`src/rtl/rv_mem_arb.sv`:
```
// Round-robin arbiter funnelling an instruction-fetch port and a data port onto
// one memory interface, with one access outstanding and an optional wait watchdog.
module rv_mem_arb #(
  parameter int DPWIDTH = 32,
  parameter int TIMEOUT = 15
) (
  input  logic               clk,
  input  logic               rst,
  input  logic               i_req,
  input  logic [DPWIDTH-1:0] i_addr,
  output logic               i_ack,
  output logic [DPWIDTH-1:0] i_rdata,
  output logic               i_err,
  input  logic               d_req,
  input  logic               d_we,
  input  logic [DPWIDTH-1:0] d_addr,
  input  logic [DPWIDTH-1:0] d_wdata,
  output logic               d_ack,
  output logic [DPWIDTH-1:0] d_rdata,
  output logic               d_err,
  output logic               mem_req,
  output logic               mem_we,
  output logic [DPWIDTH-1:0] mem_addr,
  output logic [DPWIDTH-1:0] mem_wdata,
  input  logic               mem_ack,
  input  logic [DPWIDTH-1:0] mem_rdata
);

  typedef enum logic [1:0] {IDLE, I_ACC, D_ACC} state_e;

  localparam int CW = (TIMEOUT > 0) ? $clog2(TIMEOUT + 1) : 1;
  localparam logic [CW-1:0] TO_LIM = CW'(TIMEOUT);

  state_e             state_q, state_d;
  logic               last_d_q, last_d_d;   // 1: data port was granted last
  logic [CW-1:0]      cnt_q, cnt_d;
  logic [DPWIDTH-1:0] addr_q, addr_d;
  logic [DPWIDTH-1:0] wdata_q, wdata_d;
  logic               we_q, we_d;
  logic               i_ack_q, i_ack_d, i_err_q, i_err_d;
  logic               d_ack_q, d_ack_d, d_err_q, d_err_d;
  logic [DPWIDTH-1:0] i_rdata_q, i_rdata_d, d_rdata_q, d_rdata_d;

  logic i_live, d_live, grant_i, grant_d, expired;

  always_comb begin
    // A requester whose ack is on the wire this cycle still shows its old req.
    i_live  = i_req & ~i_ack_q;
    d_live  = d_req & ~d_ack_q;
    grant_d = d_live & (~i_live | ~last_d_q);
    grant_i = i_live & (~d_live | last_d_q);
    expired = (TIMEOUT != 0) && (cnt_q == TO_LIM);

    state_d   = state_q;
    last_d_d  = last_d_q;
    cnt_d     = cnt_q;
    addr_d    = addr_q;
    wdata_d   = wdata_q;
    we_d      = we_q;
    i_ack_d   = 1'b0;
    i_err_d   = 1'b0;
    d_ack_d   = 1'b0;
    d_err_d   = 1'b0;
    i_rdata_d = i_rdata_q;
    d_rdata_d = d_rdata_q;

    case (state_q)
      IDLE: begin
        if (grant_d) begin
          state_d  = D_ACC;
          last_d_d = 1'b1;
          cnt_d    = '0;
          addr_d   = d_addr;
          wdata_d  = d_wdata;
          we_d     = d_we;
        end else if (grant_i) begin
          state_d  = I_ACC;
          last_d_d = 1'b0;
          cnt_d    = '0;
          addr_d   = i_addr;
          wdata_d  = '0;
          we_d     = 1'b0;
        end
      end
      I_ACC, D_ACC: begin
        if (mem_ack) begin
          state_d = IDLE;
          if (state_q == I_ACC) begin
            i_ack_d   = 1'b1;
            i_rdata_d = mem_rdata;
          end else begin
            d_ack_d = 1'b1;
            if (!we_q) d_rdata_d = mem_rdata;
          end
        end else if (expired) begin
          state_d = IDLE;
          if (state_q == I_ACC) begin
            i_ack_d = 1'b1;
            i_err_d = 1'b1;
          end else begin
            d_ack_d = 1'b1;
            d_err_d = 1'b1;
          end
        end else if (TIMEOUT != 0) begin
          cnt_d = cnt_q + CW'(1);
        end
      end
      default: state_d = IDLE;
    endcase
  end

  always_ff @(posedge clk) begin
    if (!rst) begin
      state_q   <= IDLE;
      last_d_q  <= 1'b0;
      cnt_q     <= '0;
      addr_q    <= '0;
      wdata_q   <= '0;
      we_q      <= 1'b0;
      i_ack_q   <= 1'b0;
      i_err_q   <= 1'b0;
      d_ack_q   <= 1'b0;
      d_err_q   <= 1'b0;
      i_rdata_q <= '0;
      d_rdata_q <= '0;
    end else begin
      state_q   <= state_d;
      last_d_q  <= last_d_d;
      cnt_q     <= cnt_d;
      addr_q    <= addr_d;
      wdata_q   <= wdata_d;
      we_q      <= we_d;
      i_ack_q   <= i_ack_d;
      i_err_q   <= i_err_d;
      d_ack_q   <= d_ack_d;
      d_err_q   <= d_err_d;
      i_rdata_q <= i_rdata_d;
      d_rdata_q <= d_rdata_d;
    end
  end

  assign mem_req   = (state_q != IDLE);
  assign mem_we    = we_q & (state_q == D_ACC);
  assign mem_addr  = addr_q;
  assign mem_wdata = wdata_q;
  assign i_ack     = i_ack_q;
  assign i_err     = i_err_q;
  assign i_rdata   = i_rdata_q;
  assign d_ack     = d_ack_q;
  assign d_err     = d_err_q;
  assign d_rdata   = d_rdata_q;

endmodule

```
`config.mk`:
```
export PLATFORM = sky130hd
export DESIGN_NAME = rv_mem_arb
export DESIGN_NICKNAME = d
export VERILOG_FILES = /design/src/rtl/rv_mem_arb.sv
export SDC_FILE = /design/constraint.sdc
export NUM_CORES = 1
export LEC_CHECK = 0
export CORE_ASPECT_RATIO = 0.8
export CORE_MARGIN = 2
export CORE_UTILIZATION = 43
export CTS_BUF_LIST = sky130_fd_sc_hd__clkbuf_16
export DETAILED_ROUTE_END_ITERATION = 6
export GPL_ROUTABILITY_DRIVEN = 0
export HOLD_SLACK_MARGIN = 0.02
export PLACE_DENSITY = 0.85
export SLEW_MARGIN = 5
export SYNTH_ARGS = -nofsm -noshare
export SYNTH_HDL_FRONTEND = slang
export SYNTH_SLANG_ARGS = --single-unit
```
`constraint.sdc`:
```
create_clock -name clk -period 4.7 [get_ports clk]
set_clock_uncertainty 0.05 [all_clocks]
set_input_delay 0.47 -clock clk [delete_from_list [all_inputs] [get_ports clk]]
set_output_delay 0.47 -clock clk [all_outputs]
set_load 0.02 [all_outputs]
```
==> results.toml <==
[outcome]
outcome = "finished with violations"
failed_checks = "DRC"

[cts]
cts-root-buf = "clkbuf_16"
cts.path.max_buffers = 2
ctsResizeCount = 0
cts_hold_buf = 0
numCtsBuffers = 17
clock_latency_ns = 0.39
cts_tree = "done"
htreeDepth = 4
clock_sinks = 140
clkTransAtPathRegs_ns = 0.06
cts_setup_buffers = 0

[timing]
max_slew_margin = 0.161
post-route-period-util = 0.539
setup_viol = 0
maxSlewViolCount = 0
rsz0062_at_grt = "false"
totalNegativeSetupSlack_ns = 0
hold_violations = 0
max_freq_ghz = 0.395
final.min_clock_period_ns = 2.53
tightest_slew_ns = 1.26

[die]
ios = 268
core_um2 = 12100
die_w_um = 128
start_util = 0.438
rows = 36
design.die.area_um2 = 13200
die_y_um = 103

[synth]
synth_top_cell_by_area = "dfxtp_1"
avgSynthCellArea_um2 = 9.44
syn_nets = 700
syn_area_um2 = 5300
synth-seq-cells = 140
ys.flop_type = "dfxtp_1"
syn_inst = 562
async_reset_ff_frac = 0
synth_edf_count = 0
synth_top_cell_area_share = 0.528
ys_warn_count = 0
yosysSeqAreaShare = 0.528
ys_types = 30
ys_top_cells_by_area = "dfxtp_1 (53%), nand2_1 (9.4%), a21boi_0 (9.3%), nor2b_1 (7.9%), a222oi_1 (6.0%)"

[pwr]
ir_drop_mv = 0.348
power_density_nw_per_um2 = 395
p_leak_nw = 2.98

[routing]
wl_per_cell_um = 17.2
ant_nets = 0
vias = 5092
first_pass_iters = 7
viasPerCell = 5.24
wl_mm = 16.7
drc = 2
drt-initial-drc-count = 436

[run]
drv_cap = 0

[global_routing]
grtUsageTotal = 0.239
grt_overflow = 0
antenna_found_initial = 0
grt_pass1_vias = 4871
grt_max_degree = 79
grt_pass1_wl_mm = 25.1

[layout]
fill_cells = 876
antenna_cells = 0
layout.nets = 945
area_growth_pct = 62.3
finalNonFillerCells = 972
drive_gt1_frac = 0.0524

[worst_setup_path]
crit_slowest_cell = "a2111oi_4"
cp_max_fo = 33
cpPeakStageDelay_ns = 0.74
worstPathCellList = "inv_1 -> ha_1 -> inv_2 -> a2111oi_4 -> buf_4 -> a222oi_1 -> nor2b_1"
critPathKind = "reg -> reg"
cp-end-kind = "flip-flop"
cp_num_buf_inv = 3
crit_cells = 7
ff2ff_setup_slack_ns = 2.17
worstPathArrival_ns = 2.81
reg2regPathDepth = 7
critical_path.top_delay_family = "compound AO/OA/AOI/OAI gates"
critPathLaunchType = "flip-flop"
critPathRequiredTime_ns = 4.97

[worst_hold_path]
hold_class = "reg -> reg"
whs_path_depth = 2

[place]
portBuffers = 267
dp_hpwl_mm = 11.8
place_inst = 940
## final cells by class
class	count	area, um^2	share of cell area
Sequential cell	140	2800	0.326
Tap cell	152	190	0.0221
Clock buffer	17	425	0.0494
Multi-Input combinational cell	369	2300	0.268
Clock inverter	15	151	0.0176
Timing Repair Buffer	273	2710	0.315
Inverter	6	22.5	0.00262
## layer usage
layer	track usage	vias to the layer above	routed length, um
li1	-	2466	-
met1	0.296	2412	6970
met2	0.406	187	8430
met3	0.0679	27	994
met5	0	-	0
met4	0.0795	0	352
## Yosys cell counts, drive strengths merged, types with 4 or more instances
master  number
a21oi        4
nand2      133
a22oi       33
a222oi      32
buf         13
dfxtp      140
clkbuf      34
nor2b       68
inv          6
o21ai        6
a21boi      67
ha           4
## cells in the final DEF (no fill, tap or decap), types with 3 or more instances in the layout
cell type / n
inv_1: 6
ha_1: 4
buf_4: 6
nor3_1: 3
clkbuf_16: 17
a22oi_1: 33
a21oi_1: 4
a21boi_0: 66
a222oi_1: 32
and2_1: 3
o21ai_0: 5
dfxtp_1: 140
clkinv_4: 4
nor2b_1: 67
clkdlybuf4s50_1: 266
clkinvlp_4: 4
nand2_1: 133
## flip-flops by register name, summed over array words and instances (netlist names)
name       count
mem_wdata     32
d_err          1
i_err          1
state_q        2
we_q           1
d_ack          1
d_rdata       32
i_rdata       32
last_d_q       1
mem_addr      32
cnt_q          4
i_ack          1
## stage by stage
stage,cell area [um^2],hold WS (ns),power (mW),util,setup WS [ns]
after global placement,8030,0.400,2.10,0.663,1.95
final,8610,0.411,3.40,0.711,2.17
after floorplan,5300,0.419,1.75,-,2.96
after CTS,8610,0.414,3.42,0.711,2.20
after detailed placement,8030,0.406,2.12,0.663,1.84
after global routing,8610,0.427,3.54,0.711,2.03
## cells by family after synthesis
family | after synthesis | share of synthesized area
simple gates | 217 | 0.195
compound gates | 147 | 0.224
flops | 140 | 0.528
buf+inv | 53 | 0.0420
mux | 1 | 0.00189
fa+ha+maj | 4 | 0.00944
## final timing paths
kind | startpoint | end
worst min-delay path | i_rdata[24]$_SDFFE_PN0P_ | i_rdata[24]$_SDFFE_PN0P_
worst max-delay path | state_q[0]$_SDFFE_PN0P_ | mem_addr[2]$_SDFFE_PN0P_
worst max register to register | state_q[0]$_SDFFE_PN0P_ | mem_addr[2]$_SDFFE_PN0P_
worst min register to register | i_rdata[24]$_SDFFE_PN0P_ | i_rdata[24]$_SDFFE_PN0P_
## where the power goes
group / switching (mW) / leakage [nW] / internal [mW]
clock network: 0.512 / 0.274 / 0.780
registers: 0.0553 / 1.14 / 1.28
logic: 0.392 / 1.56 / 0.375
total: 0.960 / 2.98 / 2.44
## worst min-delay path, cell delays in order (launching register included)
cell and delay [ns]:
dfxtp_1 0.30, nand2_1 0.05, a21boi_0 0.06
Power figures use the tool's default switching activity.
